## src/rtl/bit_walker_pkg.sv

```systemverilog
`default_nettype none
// ============================================================================
//  Module      : bit_walker_pkg
//  Description : Shared types and helpers for the bit_walker block.
//                state_t  - walk FSM state encoding
//                onehot() - one-hot mask for a bit index inside a w-bit word
//  Revision    : 1.0 - initial release
// ============================================================================
package bit_walker_pkg;

    // Upper bound on supported word width; onehot() returns this many bits and
    // callers size-cast the result down to their own width.
    localparam int unsigned MAX_W  = 1024;
    localparam int unsigned MAX_LW = $clog2(MAX_W);

    typedef enum logic [0:0] {
        IDLE = 1'b0,
        WALK = 1'b1
    } state_t;

    // Bit idx set, all others clear; indices outside the w-bit word yield zero.
    function automatic logic [MAX_W-1:0] onehot(input int unsigned idx,
                                                input int unsigned w);
        logic [MAX_W-1:0] r;
        r = '0;
        if ((idx < w) && (idx < MAX_W)) begin
            r[idx[MAX_LW-1:0]] = 1'b1;
        end
        return r;
    endfunction

endpackage
`default_nettype wire

```

## src/rtl/bit_walker_if.sv

```systemverilog
`default_nettype none
// ============================================================================
//  Module      : bit_walker_if
//  Description : Input-word and output-beat handshake bundle of bit_walker.
//                in_vld_i/in_rdy_o/in_x_i/in_pos_i   : word to walk + start pos
//                out_vld_o/out_rdy_i/out_idx_o/out_seq_o/out_last_o/out_empty_o
//                                                    : one set-bit index per beat
//                slave  : the walker side
//                master : the producer/consumer side
//  Revision    : 1.0 - initial release
// ============================================================================
interface bit_walker_if #(
    parameter int unsigned W = 32
);
    localparam int unsigned LW = $clog2(W);

    logic          in_vld_i;
    logic          in_rdy_o;
    logic [W-1:0]  in_x_i;
    logic [LW-1:0] in_pos_i;

    logic          out_vld_o;
    logic          out_rdy_i;
    logic [LW-1:0] out_idx_o;
    logic [LW:0]   out_seq_o;
    logic          out_last_o;
    logic          out_empty_o;

    modport slave (
        input  in_vld_i, in_x_i, in_pos_i, out_rdy_i,
        output in_rdy_o, out_vld_o, out_idx_o, out_seq_o, out_last_o, out_empty_o
    );

    modport master (
        output in_vld_i, in_x_i, in_pos_i, out_rdy_i,
        input  in_rdy_o, out_vld_o, out_idx_o, out_seq_o, out_last_o, out_empty_o
    );

endinterface
`default_nettype wire

```

## src/rtl/bit_walker_scan.sv

```systemverilog
`default_nettype none
// ============================================================================
//  Module      : bit_walker_scan
//  Description : Combinational circular priority scan. Returns the first set
//                bit of x_i at an index >= pos_i, wrapping W-1 -> 0.
//                x_i   in  W   word to scan
//                pos_i in  LW  start position
//                any_o out 1   x_i has at least one set bit
//                idx_o out LW  found index (0 when x_i is zero)
//  Revision    : 1.0 - initial release
// ============================================================================
module bit_walker_scan #(
    parameter int unsigned W = 32
) (
    input  wire logic [W-1:0]          x_i,
    input  wire logic [$clog2(W)-1:0]  pos_i,
    output logic                       any_o,
    output logic [$clog2(W)-1:0]       idx_o
);
    localparam int unsigned LW = $clog2(W);

    // Walk offsets from farthest to nearest so the nearest hit wins.
    // W is a power of two, so the LW-bit add wraps modulo W for free.
    always_comb begin
        logic [LW-1:0] k;
        k     = '0;
        any_o = |x_i;
        idx_o = '0;
        for (int i = W - 1; i >= 0; i--) begin
            k = pos_i + LW'(i);
            if (x_i[k]) begin
                idx_o = k;
            end
        end
    end

endmodule
`default_nettype wire

```

## src/rtl/bit_walker.sv

```systemverilog
`default_nettype none
// ============================================================================
//  Module      : bit_walker
//  Description : Emits the indices of the set bits of a W-bit word, one per
//                output beat, ascending and circular from a start position.
//                clk    in  clock
//                arst_n in  asynchronous active-low reset
//                bus    slave modport of bit_walker_if (word in, beats out)
//  Revision    : 1.0 - initial release
// ============================================================================
module bit_walker
    import bit_walker_pkg::*;
#(
    parameter int unsigned W = 32
) (
    input  wire logic   clk,
    input  wire logic   arst_n,
    bit_walker_if.slave bus
);
    localparam int unsigned LW = $clog2(W);
    localparam int unsigned SW = LW + 1;

    state_t        state_q, state_d;
    logic [LW-1:0] idx_q,   idx_d;
    logic [W-1:0]  rem_q,   rem_d;
    logic [SW-1:0] seq_q,   seq_d;
    logic          last_q,  last_d;
    logic          empty_q, empty_d;

    logic          out_vld;
    logic          in_rdy;
    logic          in_hs;
    logic          out_hs;
    logic [W-1:0]  scan_x;
    logic [LW-1:0] scan_pos;
    logic          scan_any;
    logic [LW-1:0] scan_idx;
    logic [W-1:0]  scan_rem;

    assign out_vld = (state_q == WALK);
    // A new word may enter in the same cycle the final beat leaves.
    assign in_rdy  = (state_q == IDLE) | (out_vld & bus.out_rdy_i & last_q);
    assign in_hs   = bus.in_vld_i & in_rdy;
    assign out_hs  = out_vld & bus.out_rdy_i;

    // One scanner shared between load and advance; load wins, and the two
    // only coincide on a last beat where advance has nothing left to do.
    assign scan_x   = in_hs ? bus.in_x_i   : rem_q;
    assign scan_pos = in_hs ? bus.in_pos_i : idx_q + LW'(1);

    bit_walker_scan #(.W(W)) u_scan (
        .x_i   (scan_x),
        .pos_i (scan_pos),
        .any_o (scan_any),
        .idx_o (scan_idx)
    );

    // Scanned word with the chosen bit removed: the remainder after this beat.
    assign scan_rem = scan_x & ~W'(onehot(32'(scan_idx), W));

    always_comb begin
        state_d = state_q;
        idx_d   = idx_q;
        rem_d   = rem_q;
        seq_d   = seq_q;
        last_d  = last_q;
        empty_d = empty_q;
        case (state_q)
            IDLE: begin
                if (in_hs) begin
                    state_d = WALK;
                end
            end
            WALK: begin
                if (out_hs && last_q && !in_hs) begin
                    state_d = IDLE;
                end
            end
            default: state_d = IDLE;
        endcase

        if (in_hs) begin
            idx_d   = scan_idx;
            rem_d   = scan_rem;
            seq_d   = '0;
            last_d  = (scan_rem == '0);
            empty_d = ~scan_any;
        end else if (out_hs && !last_q) begin
            idx_d   = scan_idx;
            rem_d   = scan_rem;
            seq_d   = seq_q + SW'(1);
            last_d  = (scan_rem == '0);
        end
    end

    always_ff @(posedge clk or negedge arst_n) begin
        if (!arst_n) begin
            state_q <= IDLE;
            idx_q   <= '0;
            rem_q   <= '0;
            seq_q   <= '0;
            last_q  <= 1'b0;
            empty_q <= 1'b0;
        end else begin
            state_q <= state_d;
            idx_q   <= idx_d;
            rem_q   <= rem_d;
            seq_q   <= seq_d;
            last_q  <= last_d;
            empty_q <= empty_d;
        end
    end

    assign bus.in_rdy_o    = in_rdy;
    assign bus.out_vld_o   = out_vld;
    assign bus.out_idx_o   = idx_q;
    assign bus.out_seq_o   = seq_q;
    assign bus.out_last_o  = last_q;
    assign bus.out_empty_o = empty_q;

endmodule
`default_nettype wire

```

## src/flat_wrapper.sv

```systemverilog
// flat-port wrapper written by rule: the top's interface ports become plain ports
module bit_walker_flat import bit_walker_pkg::*;
#(
    parameter int unsigned W = 32
)
  (clk, arst_n, bus_in_vld_i, bus_in_x_i, bus_in_pos_i, bus_out_rdy_i, bus_in_rdy_o, bus_out_vld_o, bus_out_idx_o, bus_out_seq_o, bus_out_last_o, bus_out_empty_o);
  bit_walker_if #(.W(W)) bus_i ();
  input  wire logic clk;
  input  wire logic arst_n;
  input wire logic [$bits(bus_i.in_vld_i)-1:0] bus_in_vld_i;
  input wire logic [$bits(bus_i.in_x_i)-1:0] bus_in_x_i;
  input wire logic [$bits(bus_i.in_pos_i)-1:0] bus_in_pos_i;
  input wire logic [$bits(bus_i.out_rdy_i)-1:0] bus_out_rdy_i;
  output wire logic [$bits(bus_i.in_rdy_o)-1:0] bus_in_rdy_o;
  output wire logic [$bits(bus_i.out_vld_o)-1:0] bus_out_vld_o;
  output wire logic [$bits(bus_i.out_idx_o)-1:0] bus_out_idx_o;
  output wire logic [$bits(bus_i.out_seq_o)-1:0] bus_out_seq_o;
  output wire logic [$bits(bus_i.out_last_o)-1:0] bus_out_last_o;
  output wire logic [$bits(bus_i.out_empty_o)-1:0] bus_out_empty_o;
  assign bus_i.in_vld_i = bus_in_vld_i;
  assign bus_i.in_x_i = bus_in_x_i;
  assign bus_i.in_pos_i = bus_in_pos_i;
  assign bus_i.out_rdy_i = bus_out_rdy_i;
  assign bus_in_rdy_o = bus_i.in_rdy_o;
  assign bus_out_vld_o = bus_i.out_vld_o;
  assign bus_out_idx_o = bus_i.out_idx_o;
  assign bus_out_seq_o = bus_i.out_seq_o;
  assign bus_out_last_o = bus_i.out_last_o;
  assign bus_out_empty_o = bus_i.out_empty_o;
  bit_walker #(.W(W)) u_core (.clk(clk), .arst_n(arst_n), .bus(bus_i));
endmodule
```

## config.mk

```make
export PLATFORM = sky130hd
export DESIGN_NAME = bit_walker_flat
export DESIGN_NICKNAME = d
export VERILOG_FILES = /design/src/rtl/bit_walker_pkg.sv /design/src/rtl/bit_walker_if.sv /design/src/rtl/bit_walker_scan.sv /design/src/rtl/bit_walker.sv /design/src/flat_wrapper.sv
export SDC_FILE = /design/constraint.sdc
export NUM_CORES = 1
export LEC_CHECK = 0
export CORE_MARGIN = 2
export CORE_UTILIZATION = 35
export DETAILED_ROUTE_END_ITERATION = 8
export DONT_BUFFER_PORTS = 1
export PLACE_DENSITY_LB_ADDON = 0.15
export SLEW_MARGIN = 20
export SYNTH_ARGS = -nofsm -noshare
export SYNTH_HDL_FRONTEND = slang
export SYNTH_SLANG_ARGS = --single-unit
```

## constraint.sdc

```tcl
create_clock -name clk -period 21.7 [get_ports clk]
set_clock_uncertainty 0.2 [all_clocks]
set_input_delay 4.34 -clock clk [delete_from_list [all_inputs] [get_ports clk]]
set_output_delay 4.34 -clock clk [all_outputs]
set_load 0.02 [all_outputs]
```

==> results of run 1 <==
worst reg2reg max path: cells and delay by family, from the launching register on:
kind	cells	cell delay (ns)
simple gates	4	1.36
mux	3	1.41
compound gates	12	2.85
buf+inv	7	2.25
fa+ha+maj	1	0.84
flops	1	0.60
path summary, 6_finish.rpt:
| check | end | slack, ns | cells after the start |
|---|---|---|---|
| worst min register to register | u_core.rem_q[21] | 0.37 | 1 |
| max in group asynchronous | u_core.bus.out_vld_o | 17.69 | 0 |
| worst max-delay path | u_core.bus.out_last_o | 8.71 | 27 |
| worst max register to register | u_core.bus.out_last_o | 12.09 | 27 |
| worst min-delay path | u_core.rem_q[21] | 0.37 | 1 |
| min in group asynchronous | u_core.bus.out_seq_o[2] | 3.52 | 0 |
layout by cell type, fill, tap and decap left out, types with 28 or more instances in the layout:
| master | n |
|---|---|
| mux2i_1 | 162 |
| nand2_1 | 120 |
| nor2_1 | 92 |
| a21oi_1 | 76 |
| mux2_2 | 74 |
| nand3_1 | 67 |
| o21ai_0 | 63 |
| mux4_2 | 48 |
| dfrtp_1 | 45 |
| a211oi_1 | 37 |
| nor3_1 | 31 |
| buf_4 | 31 |
| xnor2_1 | 28 |
| o211ai_1 | 28 |
logic make-up (layout without fill, tap and decap cells):
kind of cell	after synthesis	in the layout	synth area share [%]
AND/OR/NAND/NOR	472	472	20.30
AO/OA/AOI/OAI	466	466	28.77
multiplexers	291	291	31.17
buffers and inverters	140	62	5.948
flip-flops	46	46	9.824
XOR/XNOR	37	37	3.246
adder cells (fa/ha/maj)	7	7	0.7474
layer usage:
metal | wire length, um | GRT usage [%] | vias to the layer above
met1 | 24600 | 44.54 | 6607
met2 | 27010 | 53.55 | 958
met4 | 3269 | 14.19 | 0
met5 | 0 | 0 | -
li1 | - | - | 5635
met3 | 6266 | 6.435 | 159
stage by stage:
stage | hold slack, ns | cells
after CTS | 0.3687 | 1829
final | 0.3705 | 1829
after global placement | 0.3321 | 1821
after detailed placement | 0.3538 | 1821
after global routing | 0.3901 | 1829
after floorplan | 0.3005 | 1459
flip-flops by register name, indices dropped and copies added, names as in the netlist:
signal	count
u_core.bus.out_seq_o	6
u_core.bus.out_idx_o	5
u_core.bus.out_last_o	1
u_core.bus.out_empty_o	1
u_core.bus.out_vld_o	1
u_core.rem_q	32
final cells by class:
class,count,area (sq um),area share [%]
flip-flops and latches,46,1152,9.533
well taps,448,560.5,4.637
repair buffers,31,232.7,1.925
clock inverters,3,43.79,0.3623
clock buffers,5,125.1,1.035
inverters,23,86.33,0.7142
multi-input cells,1273,9887,81.79
==> out/metrics.csv, run 1 <==
metric;value;unit
Post-route DRC;0;
Least-Margin Pin Slew;1.143;ns
top cells by area, synth;mux2i_1 14%, dfrtp_1 9.8%, mux4_2 9.2%;
Post-synth top flop;dfrtp_1;
critical path peak fanout;47;
CTS Root Cell;clkbuf_16;
Place WS;8.666;ns
routed length per instance;33.43;um
post-DP HPWL;47160;um
Worst setup SP type;input port;
R2R Path Start;u_core.bus.out_last_o;
WS Path Type;input port to flop;
buffer depth of the longest clock path;2;
vias in the first global route;12100;
vias post-DR;13360;
Fillers;3535;
asr flop ratio synth;100.0;%
setup violators final;0;
# resized after CTS;0;
Synth top area share;13.84;%
Hold Crit Start;u_core.rem_q[21];
RSZ-0062 raised after global routing;no;
worst hold-check path type;flop to flop;
cell area after synthesis;0.01172;sq mm
Crit path max-delay family;compound AO/OA/AOI/OAI gates;
critical path's largest stage delay;0.89;ns
first-pass detailed-route iteration total;6;
Nets;1428;
routed wire length;61150;um
crit path from;bus_out_rdy_i;
flops & latches, synth;46;
via/cell ratio;7.304;
Syn Nets;1507;
CP Data Required Time;21.72;ns
nature of the critical path endpoint;flop;
final worst slack;8.712;ns
Final Util;36.32;%
Buffers & Inverters on Critical Path;7;
die width;187.0;um
Placer Congestion;0.9945;
final instance area;0.01209;sq mm
Worst-Skew Late Latency;0.31;ns
Starting DRT DRC Count;2191;
core box area;0.03328;sq mm
synthesis-to-layout area growth;3.160;%
CP max-delay cell;mux2i_1;
Slew headroom;21.63;%
Clock H-tree levels;2;
most common cell in the netlist;mux2i_1;
Diodes inserted;0;
Worst-path clk slew;0.07;ns
Die Footprint;0.03496;sq mm
MaxCap Viol Count;0;
synth warn;0;
EDFF count, synth;0;
Routed Antenna Nets;0;
Cells after Synth;1459;
quantity of I/O buffers inserted on ports;0;
number of CTS-inserted buffers;5;
GRT overflow;0;
crit path time final;12.99;ns
Placed Area;0.01192;sq mm
Final Slew Violations;0;
Ports;56;
Synth top cells by count;162 x mux2i_1, 120 x nand2_1, 95 x nor2_1, 76 x a21oi_1, 74 x mux2_2;
TritonCTS Sinks;46;
cell taking the most area after synthesis;mux2i_1;
first-pass GRT wire length;87570;um
Mean Syn Cell Area;8.031;sq um
distinct cell type count after synthesis;104;
Site Rows;67;
hold buffers post-CTS;0;
status;finished clean;
Post-CTS Setup Bufs;0;
fmax;0.07700;GHz
CTS tree;done;
GRT Overall Usage;33.64;%
initial antenna violation count;0;
share of cells above drive strength 1;16.80;%
Seq/Total Area, Yosys;9.824;%
Critical Path AT;13.00;ns
largest net degree at the start of global routing;61;
fin crit share;59.85;%
setup_tns;0;ns
CP most frequent cell;buf_4;
Die Ht;187.0;um
Hold Fails Final Rpt;0;
Initial Util;35.21;%
Power of run 1 is not shown: default switching activity piles up to over one toggle a cycle in this logic, so the estimate is an artifact.
==> inputs of run 2 (changes only) <==
==> constraint.sdc (replaced) <==
create_clock -name clk -period 10.6 [get_ports clk]
set_clock_uncertainty 0.2 [all_clocks]
set_input_delay 2.12 -clock clk [delete_from_list [all_inputs] [get_ports clk]]
set_output_delay 2.12 -clock clk [all_outputs]
set_load 0.02 [all_outputs]
==> run 2 against run 1 <==
Effect of this change:
- hold slack improved by 0.027 ns
- first-iteration DRC count down 9.0%
- sequential cell count is the same
- cell count is 0.98% higher
- global-route usage fell by 0.22 points
- critical path type unchanged
- worst setup slack worse by 7.5 ns
- count of clock-buffer cells in the layout grew 2
- routed wire length is 2.2% lower
- die area unchanged
==> out/metrics.csv, run 2 (synthesis results as in run 1) <==
metric;value;unit;change
via/cell ratio;7.120;;-2.5%
nature of the critical path endpoint;flop;;
Diodes inserted;0;;unchanged
post-DP HPWL;47390;um;+0.49%
hold buffers post-CTS;0;;unchanged
core box area;0.03328;sq mm;unchanged
MaxCap Viol Count;0;;unchanged
share of cells above drive strength 1;17.73;%;+0.93 points
die width;187.0;um;unchanged
crit path time final;9.407;ns;
Post-CTS Setup Bufs;0;;unchanged
setup_tns;0;ns;unchanged
Initial Util;35.21;%;unchanged
number of CTS-inserted buffers;5;;unchanged
Slew headroom;26.88;%;+5.3 points
Clock H-tree levels;2;;unchanged
most common cell after layout, fill and taps aside;mux2i_1;;
RSZ-0062 raised after global routing;no;;
CTS tree;done;;
setup violators final;0;;unchanged
Final Slew Violations;0;;unchanged
GRT Overall Usage;33.42;%;-0.22 points
Buffers & Inverters on Critical Path;5;;-2
Site Rows;67;;unchanged
largest net degree at the start of global routing;67;;+9.8%
quantity of I/O buffers inserted on ports;0;;unchanged
CTS Root Cell;clkbuf_16;;
Starting DRT DRC Count;1993;;-9.0%
Die Footprint;0.03496;sq mm;unchanged
Worst setup SP type;input port;;
Crit path max-delay family;simple AND/OR/NAND/NOR gates;;
Die Ht;187.0;um;unchanged
GRT overflow;0;;unchanged
vias in the first global route;12580;;+3.9%
critical path peak fanout;25;;-47%
Hold Fails Final Rpt;0;;unchanged
Least-Margin Pin Slew;1.096;ns;-0.04727 ns
synthesis-to-layout area growth;4.260;%;
buffer depth of the longest clock path;2;;unchanged
first-pass GRT wire length;88130;um;+0.64%
most frequent cells in the layout;162 x mux2i_1, 120 x nand2_1, 92 x nor2_1;;
Nets;1446;;+1.3%
CP max-delay cell;nor3b_1;;
WS Path Type;input port to flop;;
Routed Antenna Nets;0;;unchanged
fmax;0.1063;GHz;
Most flops, register;u_core.rem_q;;
vias post-DR;13150;;-1.6%
status;finished clean;;
Largest register FFs;32;;unchanged
Critical Path AT;9.42;ns;-3.58 ns
Worst-path clk slew;0.06;ns;about the same
Worst-Skew Late Latency;0.30;ns;about the same
CP most frequent cell;nand2_1;;
crit path cell chain;a21boi_4 -> inv_2 -> buf_4 -> a21oi_1 -> nor2_2 -> buf_4 -> clkinv_1 -> buf_4 -> ha_1 -> a21boi_0 -> or3_1 -> nand2_1 -> nand4_1 -> nand2_1 -> nand2_1 -> or4b_1 -> a22oi_1 -> nand2_1 -> nor3b_1 -> a32oi_1 -> nor4_1 -> nand4_1 -> o31ai_2;;
fin crit share;88.75;%;
# resized after CTS;0;;unchanged
TritonCTS Sinks;46;;unchanged
routed length per instance;32.38;um;-3.1%
critical path's largest stage delay;0.58;ns;-0.31 ns
Placer Congestion;1.033;;+3.9%
initial antenna violation count;1;;+1
Post-route DRC;0;;unchanged
routed wire length;59810;um;-2.2%
worst hold-check path type;flop to flop;;
Ports;56;;unchanged
first-pass detailed-route iteration total;6;;unchanged
CP Data Required Time;10.61;ns;-11.11 ns
==> run 2: cell count changes in the layout (fill, tap and decap cells not counted) <==
cell	before	now
buf_4	31	49
clkbuf_1	0	2
clkinv_2	1	0
inv_6	1	0
==> run 2: worst paths after layout <==
kind,from,end,slack (ns),depth (start not counted)
max in group asynchronous,arst_n,u_core.bus.out_idx_o[0],8.79,0
min in group asynchronous,arst_n,u_core.rem_q[8],1.31,0
worst max-delay path,bus_out_rdy_i,u_core.bus.out_last_o,1.19,23
worst max register to register,u_core.bus.out_idx_o[0],u_core.bus.out_last_o,2.10,23
worst min register to register,u_core.rem_q[2],u_core.rem_q[2],0.40,1
worst min-delay path,u_core.rem_q[2],u_core.rem_q[2],0.40,1
==> run 2: metrics by stage <==
step                hold WS (ns)  cells  util (%)  worst slack, ns  instance area (sq um)
finish                    0.3971   1847     36.71            1.193                  12220
CTS                       0.3952   1847     36.71            1.483                  12220
global placement          0.3713   1839     36.22            1.244                  12050
global route              0.4412   1847     36.71           0.8659                  12220
floorplan                 0.3005   1459         -            1.848                  11720
detailed placement        0.3801   1839     36.22            1.206                  12050
==> run 2: routing by layer <==
layer,share of wire (%),vias up,GRT usage [%]
met5,0.020,-,0
met1,42,6611,44.95
met3,7.3,153,3.846
met4,6.3,2,17.77
met2,44,718,52.57
li1,-,5666,-
==> run 2: area by class of cell <==
| cell class | count | area (sq um) |
|---|---|---|
| Inverter | 23 | 86.33 |
| Clock inverter | 1 | 30.03 |
| Tap cell | 448 | 560.5 |
| Timing Repair Buffer | 49 | 367.9 |
| Clock buffer | 7 | 132.6 |
| Sequential cell | 46 | 1152 |
| Fill cell | 3565 | 21060 |
| Multi-Input combinational cell | 1273 | 9887 |
Power of run 2 is left out for the same reason.
